`src/rtl/dlc_pkg.sv`:
```
// Shared constants and FSM state encoding for the delay-line controller.
package dlc_pkg;

  localparam int unsigned DLC_WIDTH = 16;
  localparam int unsigned DLC_DEPTH = 8;

  typedef logic [1:0] dlc_state_t;

  localparam dlc_state_t ST_IDLE  = 2'd0;
  localparam dlc_state_t ST_FILL  = 2'd1;
  localparam dlc_state_t ST_RUN   = 2'd2;
  localparam dlc_state_t ST_FLUSH = 2'd3;

endpackage

```
`src/rtl/dlc_stage_array.sv`:
```
// Enabled data+valid shift array; stage 0 takes the new sample, the last stage falls out.
// DLC_TAP_OUT_EN exposes every stage's data and valid bit.
module dlc_stage_array
  import dlc_pkg::*;
#(
  parameter int unsigned WIDTH = DLC_WIDTH,
  parameter int unsigned DEPTH = DLC_DEPTH
) (
  input  logic             ck,
  input  logic             reset_n,
  input  logic             shift_en,
  input  logic [WIDTH-1:0] shift_data,
  input  logic             shift_valid,
  output logic [WIDTH-1:0] last_data,
  output logic             last_valid,
  output logic             any_valid
`ifdef DLC_TAP_OUT_EN
  ,
  output logic [WIDTH*DEPTH-1:0] stage_data,
  output logic [DEPTH-1:0]       stage_valid
`endif
);

  localparam int unsigned DW = WIDTH * DEPTH;

  logic [DW-1:0]    data_q,  data_d;
  logic [DEPTH-1:0] valid_q, valid_d;

  // Stage k lives at bits [k*WIDTH +: WIDTH]; a shift moves every stage up by one.
  always_comb begin
    data_d  = data_q;
    valid_d = valid_q;
    if (shift_en) begin
      data_d  = {data_q[DW-WIDTH-1:0], shift_data};
      valid_d = {valid_q[DEPTH-2:0], shift_valid};
    end
  end

  always_ff @(posedge ck or negedge reset_n) begin
    if (!reset_n) begin
      data_q  <= '0;
      valid_q <= '0;
    end else begin
      data_q  <= data_d;
      valid_q <= valid_d;
    end
  end

  assign last_data  = data_q[DW-WIDTH +: WIDTH];
  assign last_valid = valid_q[DEPTH-1];
  assign any_valid  = |valid_q;

`ifdef DLC_TAP_OUT_EN
  assign stage_data  = data_q;
  assign stage_valid = valid_q;
`endif

endmodule

```
`src/rtl/delay_line_ctrl.sv`:
```
// DEPTH-stage sample delay line with ready/valid handshakes and a drain (flush) mode.
// Optional DLC_TAP_OUT_EN adds taps/tap_valid ports mirroring every stage.
module delay_line_ctrl
  import dlc_pkg::*;
#(
  parameter int unsigned WIDTH = DLC_WIDTH,
  parameter int unsigned DEPTH = DLC_DEPTH
) (
  input  logic             ck,
  input  logic             reset_n,
  input  logic             in_valid,
  input  logic [WIDTH-1:0] din,
  output logic             in_ready,
  input  logic             flush,
  output logic             out_valid,
  output logic [WIDTH-1:0] dout,
  input  logic             out_ready,
  output logic [1:0]       state
`ifdef DLC_TAP_OUT_EN
  ,
  output logic [WIDTH*DEPTH-1:0] taps,
  output logic [DEPTH-1:0]       tap_valid
`endif
);

  localparam int unsigned CW = $clog2(DEPTH + 1);

  dlc_state_t       state_q, state_d;
  logic [CW-1:0]    count_q, count_d;
  logic             out_valid_q, out_valid_d;
  logic [WIDTH-1:0] dout_q, dout_d;

  logic             slot_free;
  logic             flushing;
  logic             accept;
  logic             shift_en;
  logic             shift_valid;
  logic [WIDTH-1:0] shift_data;
  logic             load;
  logic [WIDTH-1:0] last_data;
  logic             last_valid;
  logic             any_valid;

  // Handshake and shift control; a flush drains zeros whenever the output slot is free.
  always_comb begin
    slot_free = !out_valid_q || out_ready;
    flushing  = (state_q == ST_FLUSH);
    in_ready  = 1'b0;
    case (state_q)
      ST_IDLE, ST_FILL: in_ready = 1'b1;
      ST_RUN:           in_ready = slot_free;
      default:          in_ready = 1'b0;
    endcase
    accept      = in_valid && in_ready;
    shift_en    = flushing ? slot_free : accept;
    shift_valid = !flushing;
    shift_data  = flushing ? '0 : din;
    load        = shift_en && last_valid;
  end

  dlc_stage_array #(
    .WIDTH (WIDTH),
    .DEPTH (DEPTH)
  ) u_stages (
    .ck          (ck),
    .reset_n     (reset_n),
    .shift_en    (shift_en),
    .shift_data  (shift_data),
    .shift_valid (shift_valid),
    .last_data   (last_data),
    .last_valid  (last_valid),
    .any_valid   (any_valid)
`ifdef DLC_TAP_OUT_EN
    ,
    .stage_data  (taps),
    .stage_valid (tap_valid)
`endif
  );

  // Next state, fill count and output register.
  always_comb begin
    state_d     = state_q;
    count_d     = count_q;
    out_valid_d = out_valid_q;
    dout_d      = dout_q;

    if (shift_en) begin
      count_d = count_q + CW'(shift_valid) - CW'(load);
    end

    if (load) begin
      out_valid_d = 1'b1;
      dout_d      = last_data;
    end else if (out_ready) begin
      out_valid_d = 1'b0;
    end

    case (state_q)
      ST_IDLE: begin
        if (accept) state_d = ST_FILL;
      end
      ST_FILL: begin
        if (flush) begin
          state_d = ST_FLUSH;
        end else if (count_d == CW'(DEPTH)) begin
          state_d = ST_RUN;
        end
      end
      ST_RUN: begin
        if (flush) state_d = ST_FLUSH;
      end
      default: begin
        if (!any_valid && !out_valid_q) state_d = ST_IDLE;
      end
    endcase
  end

  always_ff @(posedge ck or negedge reset_n) begin
    if (!reset_n) begin
      state_q     <= ST_IDLE;
      count_q     <= '0;
      out_valid_q <= 1'b0;
      dout_q      <= '0;
    end else begin
      state_q     <= state_d;
      count_q     <= count_d;
      out_valid_q <= out_valid_d;
      dout_q      <= dout_d;
    end
  end

  assign out_valid = out_valid_q;
  assign dout      = dout_q;
  assign state     = state_q;

endmodule

```
`config.mk`:
```
export PLATFORM = sky130hd
export DESIGN_NAME = delay_line_ctrl
export DESIGN_NICKNAME = d
export VERILOG_FILES = /design/src/rtl/dlc_pkg.sv /design/src/rtl/dlc_stage_array.sv /design/src/rtl/delay_line_ctrl.sv
export SDC_FILE = /design/constraint.sdc
export NUM_CORES = 1
export LEC_CHECK = 0
export ABC_AREA = 1
export ABC_CLOCK_PERIOD_IN_PS = 2900
export CAP_MARGIN = 25
export CORE_MARGIN = 5
export CORE_UTILIZATION = 53
export DETAILED_ROUTE_END_ITERATION = 10
export HOLD_SLACK_MARGIN = 0.03
export PLACE_DENSITY = 0.84
export RECOVER_POWER = 100
export SYNTH_ARGS = -nofsm -noshare
export SYNTH_HDL_FRONTEND = slang
export SYNTH_SLANG_ARGS = --single-unit
```
`constraint.sdc`:
```
create_clock -name ck -period 2.9 [get_ports ck]
set_input_delay 0.58 -clock ck [delete_from_list [all_inputs] [get_ports ck]]
set_output_delay 0.58 -clock ck [all_outputs]
set_load 0.01 [all_outputs]
```
[Yosys cells after proc, flatten, opt, wreduce, memory -nomap -nowiden]
Cells that the tools add are included.
Storage, ports and cells
  register bits: 159
  input port bits: 21
  output and inout port bits: 20
  word-level logic and storage cells: 40
Operators by class
  add/sub/neg operators: 2
  equality and inequality tests: 7
  muxes and demuxes: 12
  reduce and logical (&&, ||, !) cells: 13
Operators with widths (count)
  $mux 16: 1
  $mux 2: 5
  $reduce_or 8->1: 1
  $pmux 2 s3: 1
  $add 4x1->4: 1
  $eq 2x2->1 const B: 2
  $eq 4x4->1 const B: 1
  $mux 4: 1
  $ne 2x2->1 const B: 2
  $reduce_and 4->1: 1
  $reduce_bool 4->1: 1
  $sub 4x1->4: 1
  $logic_and 1x1->1: 3
  $logic_not 1->1: 3
  $mux 1: 3
  $ne 3x3->1 const B: 1
  $eq 2x1->1 const B: 1
  $logic_not 2->1: 1
  $pmux 1 s2: 1
  $reduce_bool 2->1: 1
  $reduce_or 2->1: 1
  $logic_or 1x1->1: 1

[Depth between registers and ports, before layout]
  word-level depth: 12
  gate-level depth with buffers: 24
  depth with buffers taken out: 23

[Hierarchy]
From an unflattened synthesis, not the netlist that was laid out.
Unflattened totals
  cells, all modules: 713
  area, all modules: 6575.1 um^2
By module, submodules not included
  dlc_stage_array: times used 1, cells each 535, area an instance 5218.8 um^2, seq. area each 3403.3 um^2
  delay_line_ctrl: times used 1, cells each 178, area an instance 1356.3 um^2, seq. area each 575.6 um^2

[Worst setup path before layout]
OpenSTA, ideal clock, no wires.
  path type: register to register
  start point: register state_q[0] (netlist: state[0])
  end point: register state_q[0] (netlist: state[0])
  library setup time: 0.117 ns
  data arrival time: 2.976 ns
  data required time: 2.783 ns
  path slack: -0.193 ns
  stages on the path, launching flop included: 23
  buffers on the path: 1
  period minus slack after synthesis: 3.093 ns
  path through: dfrtp_1 > inv_1 > ha_1 > nor2_4 > nand2_2 > nand3_4 > nand2_4 > nand2_2 > buf_2 > inv_1 > ha_1 > inv_1 > ha_1 > fa_1 > xor2_1 > nand2_1 > nand2_1 > nor2_1 > nand2_1 > nand2_2 > nand2_2 > nand2_1 > nand2_1
On the way
  word-level cells in the longest chain between the ends: 11
  elaborated cells on any way between the ends: 20
  classes of those cells: add/sub: 2; eq/ne: 7; mux: 4; reduce/logical: 7
RTL lines
  from (decl): RTL line delay_line_ctrl.sv:28  | dlc_state_t state_q, state_d;
  from (signal assigned): RTL line delay_line_ctrl.sv:125  | state_q <= state_d;
  $eq 2x1->1 or $logic_not 2->1 (tied branches): RTL line delay_line_ctrl.sv:49  | case (state_q)
  $reduce_or 2->1: RTL line delay_line_ctrl.sv:49
  $pmux 1 s2: RTL line delay_line_ctrl.sv:49
  $logic_and 1x1->1: RTL line delay_line_ctrl.sv:54  | accept = in_valid && in_ready;
  $mux 1 *: RTL line delay_line_ctrl.sv:55  | shift_en = flushing ? slot_free : accept;
  $logic_and 1x1->1 *: RTL line delay_line_ctrl.sv:58  | load = shift_en && last_valid;
  via load: RTL line delay_line_ctrl.sv:39  | logic load;
  $sub 4x1->4 *: RTL line delay_line_ctrl.sv:88  | count_d = count_q + CW'(shift_valid) - CW'(load);
  $mux 4 *: RTL line delay_line_ctrl.sv:87  | if (shift_en) begin
  via count_d[2]: RTL line delay_line_ctrl.sv:29  | logic [CW-1:0] count_q, count_d;
  $eq 4x4->1 *: RTL line delay_line_ctrl.sv:105  | end else if (count_d == CW'(DEPTH)) begin
  $ne 3x3->1 (no source line) *
  $reduce_and 4->1 (no source line) *
Mark *: on every way through the listed nets, which the timed path passes. The rest lies on a longest branch.
A chain may end at the register's enable or synchronous reset.

[Worst setup path in the final report]
  start point: register state_q[0] (netlist: state[0])
  end point: output in_ready
On the way
  word-level cells in the longest chain between the ends: 3
  elaborated cells on any way between the ends: 5
  classes of those cells: eq/ne: 2; mux: 1; reduce/logical: 2
RTL lines
  $eq 2x1->1 or $logic_not 2->1 (tied branches): RTL line delay_line_ctrl.sv:49
  $reduce_or 2->1: RTL line delay_line_ctrl.sv:49
  $pmux 1 s2 *: RTL line delay_line_ctrl.sv:49
  to (decl): RTL line delay_line_ctrl.sv:13  | output logic in_ready,
Mark *: on every way between the ends. The rest lies on a longest branch, timed or not.

==> metrics <==
placed standard-cell area=6838 um2; Avg WL per Cell=13.82 um; most instantiated library cell after synthesis=dfrtp_1; HP Start=dout[3]; proportion of layout cells with a drive suffix above 1=0.1011; most frequently used flop master after synthesis=dfrtp_1; Die Outline Area=14210 um2; final hold viol count=0; total of buffers placed on input and output ports=40; later-pin clock latency in the skew report=0.41 ns; Antenna Nets Post-Route=0; Seq/Total Area, Yosys=0.6295; data required time at the worst endpoint=2.32 ns; number of distinct library cells after synthesis=25; Critical Path Start Type=flop; failing checks=capacitance limit, slew limit; Leakage Power=3.559 nW; power density normalized to cell area=1303 nW/um2; First-pass DRT Iterations=5; Synth Register Bits=159; number of DRC violations after detailed routing=0; cell types with the largest area share after synthesis=dfrtp_1, nand2_1, o21ai_0; area of all sequential standard cells=3981 um2; net count after synthesis=691; Critical Path Fanout Max=6; horizontal die dimension=119.2 um; first-pass GRT wire length=20490 um; Fill cells=889; number of pins exceeding their max-slew limit in the final report=67; core region area=11560 um2; total inserted antenna cells=0; syn avg cell area=9.577 um2; library cell occupying the most area in the post-synthesis netlist=dfrtp_1; root buffer cell=clkbuf_16; cell area after layout=7491 um2; WL final=11810 um; Worst Path Buf+Inv=3; Clk pin slew, worst setup/hold paths=0.06 ns; number of top-level pins=41; CTS tree=done; clock skew after layout=0.008503 ns; synthesis warning total=0; min Tclk post-route=2.889 ns; overall track demand over capacity in global routing=0.1794; core occupancy in the finished layout=0.6477; Crit path max-delay family=buffers and inverters; RD Place Congestion=0.7874; Detailed Route Iter0 Violations=360; final clock period utilization by the worst path=0.9962; Multi-input gate area=1899 um2; H-tree depth=4; standard-cell row count=39; effective utilization at floorplan=0.5466; Slew Limit Headroom=-0.03410; chip height=119.2 um; initial antenna violation count=0; critical register-to-register path startpoint=state[0]; number of clock sinks seen by CTS=159; Mapped Cells=660; worst-path cell with the longest stage delay=clkdlybuf4s50_1; worst hold endpoint=dout[3]; FFs w/ async S/R, synth=1.000; worst-case clock buffer depth=2; DR vias/cell=5.167; EDFF count, synth=0; setup repair after global routing missed its margin=true; outcome=finished, violations left; pin slew with the least headroom to its limit=1.551 ns; Worst setup EP type=output port; arrival time reported for the critical path endpoint=2.31 ns; estimated wirelength of the detail-placed design=7273 um; hold-fix buffers at CTS=0; pin count of the biggest net entering global routing=194; upper clock frequency limit=346.2 MHz; longest individual stage delay on the worst path=0.62 ns; maxcap violations=1; fin nets=730; cell count of the worst hold path=2; number of buffers created by CTS=17; worst-case reg-to-reg path depth=18; total standard cell area after synthesis=6321 um2; vias in the first global route=4447; Reg-to-Reg End=state[1]; register-to-register setup slack=0.10 ns; most frequent cells after synthesis=dfrtp_1, nand2_1, inv_1, o21ai_0, nor2_1; WS Path Type=reg -> out; Worst Hold Class=reg -> reg; area delta synth->final=18.51%; GRT overflow=0; VDD IR-drop max=0.8540 mV; vias=4418; number of setup violations in the final report=0; crit path cell chain=inv_2 -> ha_2 -> nand2_2 -> buf_4 -> a21oi_2 -> clkdlybuf4s50_1; Synth top area share=0.6295
==> sequential cells by signal, indices dropped and copies added (netlist names) <==
register	flops
out_valid	1
u_stages.data_q	128
dout	16
state	2
count_q	4
u_stages.valid_q	8
==> final cells by class <==
cell class	instances	area share
Tap cell	143	0.02389
Multi-Input combinational cell	380	0.2535
Clock buffer	21	0.06147
Sequential cell	159	0.5315
Inverter	85	0.04293
Timing Repair Buffer	56	0.06932
Clock inverter	11	0.01737
==> cells by family after synthesis <==
| kind of cell | count (synthesis) | share of synthesized area |
|---|---|---|
| buf+inv | 121 | 0.08215 |
| compound gates | 141 | 0.1124 |
| simple gates | 227 | 0.1522 |
| fa+ha+maj | 10 | 0.02098 |
| flops | 159 | 0.6295 |
| xor+xnor | 2 | 0.002772 |
==> worst max path at each step <==
stage | start | endpoint | slack (ns) | depth (start not counted)
2_1_floorplan | state[1] | state[0] | 0.003 | 22
3_3_place_gp | out_ready | state[0] | -0.24 | 22
3_5_place_dp | out_ready | state[0] | -0.38 | 22
4_1_cts | state[1] | state[0] | 0.02 | 21
5_1_grt | out_ready | in_ready | -0.07 | 7
6_report | state[0] | in_ready | 0.01 | 6
==> layout by cell type (no fill, tap or decap), types with 4 or more instances in the layout <==
cell / Yosys / final
inv_1: 85 / 81
clkbuf_16: 0 / 17
a21oi_1: 51 / 51
buf_4: 7 / 12
nand2_1: 122 / 121
ha_1: 9 / 4
nand3_1: 38 / 37
ha_4: 0 / 4
clkdlybuf4s50_1: 0 / 39
dfrtp_1: 159 / 157
nand2_2: 7 / 7
o21ai_0: 85 / 85
nor2_1: 52 / 52
==> stage by stage <==
step | setup TNS, ns | power (W) | hold slack, ns | cells | setup WS, ns
finish | 0 | 0.009758 | 0.4826 | 855 | 0.01112
global route | -0.1576 | 0.01058 | 0.5078 | 855 | -0.07178
global placement | -0.4887 | 0.007067 | 0.4612 | 819 | -0.2449
floorplan | 0 | 0.006434 | 0.2844 | 660 | 0.003481
CTS | 0 | 0.009732 | 0.1571 | 853 | 0.01625
detailed placement | -0.7413 | 0.007384 | 0.4699 | 819 | -0.3763
==> worst register-to-register path, stage by stage, from the launching register on <==
cell	delay, ns
dfrtp_2	0.45
ha_1	0.29
nand2_1	0.22
nand2_8	0.07
nand2_4	0.07
inv_4	0.04
ha_4	0.25
inv_2	0.04
ha_4	0.16
fa_2	0.36
xor2_1	0.17
nand2_1	0.09
nand2_2	0.07
nor2_1	0.08
nand2_1	0.07
nand2_2	0.09
nand2_2	0.06
nand2_1	0.08
nand2_1	0.06
==> power breakdown <==
group | internal, W | leakage (nW) | switching (W)
sequential | 0.00335 | 1.92 | 0.000503
clock | 0.00132 | 0.288 | 0.000881
combinational | 0.00139 | 1.35 | 0.00230
total | 0.00607 | 3.56 | 0.00369
==> timing repair <==
item	4_1_cts	5_1_grt
pin swaps	0	8
setup endpoints to repair	2	3
resized for setup	1	13
buffers inserted	2	2
cloned	0	0
==> layer usage <==
metal / share of wire / wire, um / track usage
met3: 0.035 / 416 / 0.03744
met2: 0.52 / 6161 / 0.2960
met1: 0.42 / 4999 / 0.2269
met5: 0 / 0 / 0
met4: 0.020 / 238 / 0.08689
(Power assumes the default switching activity.)
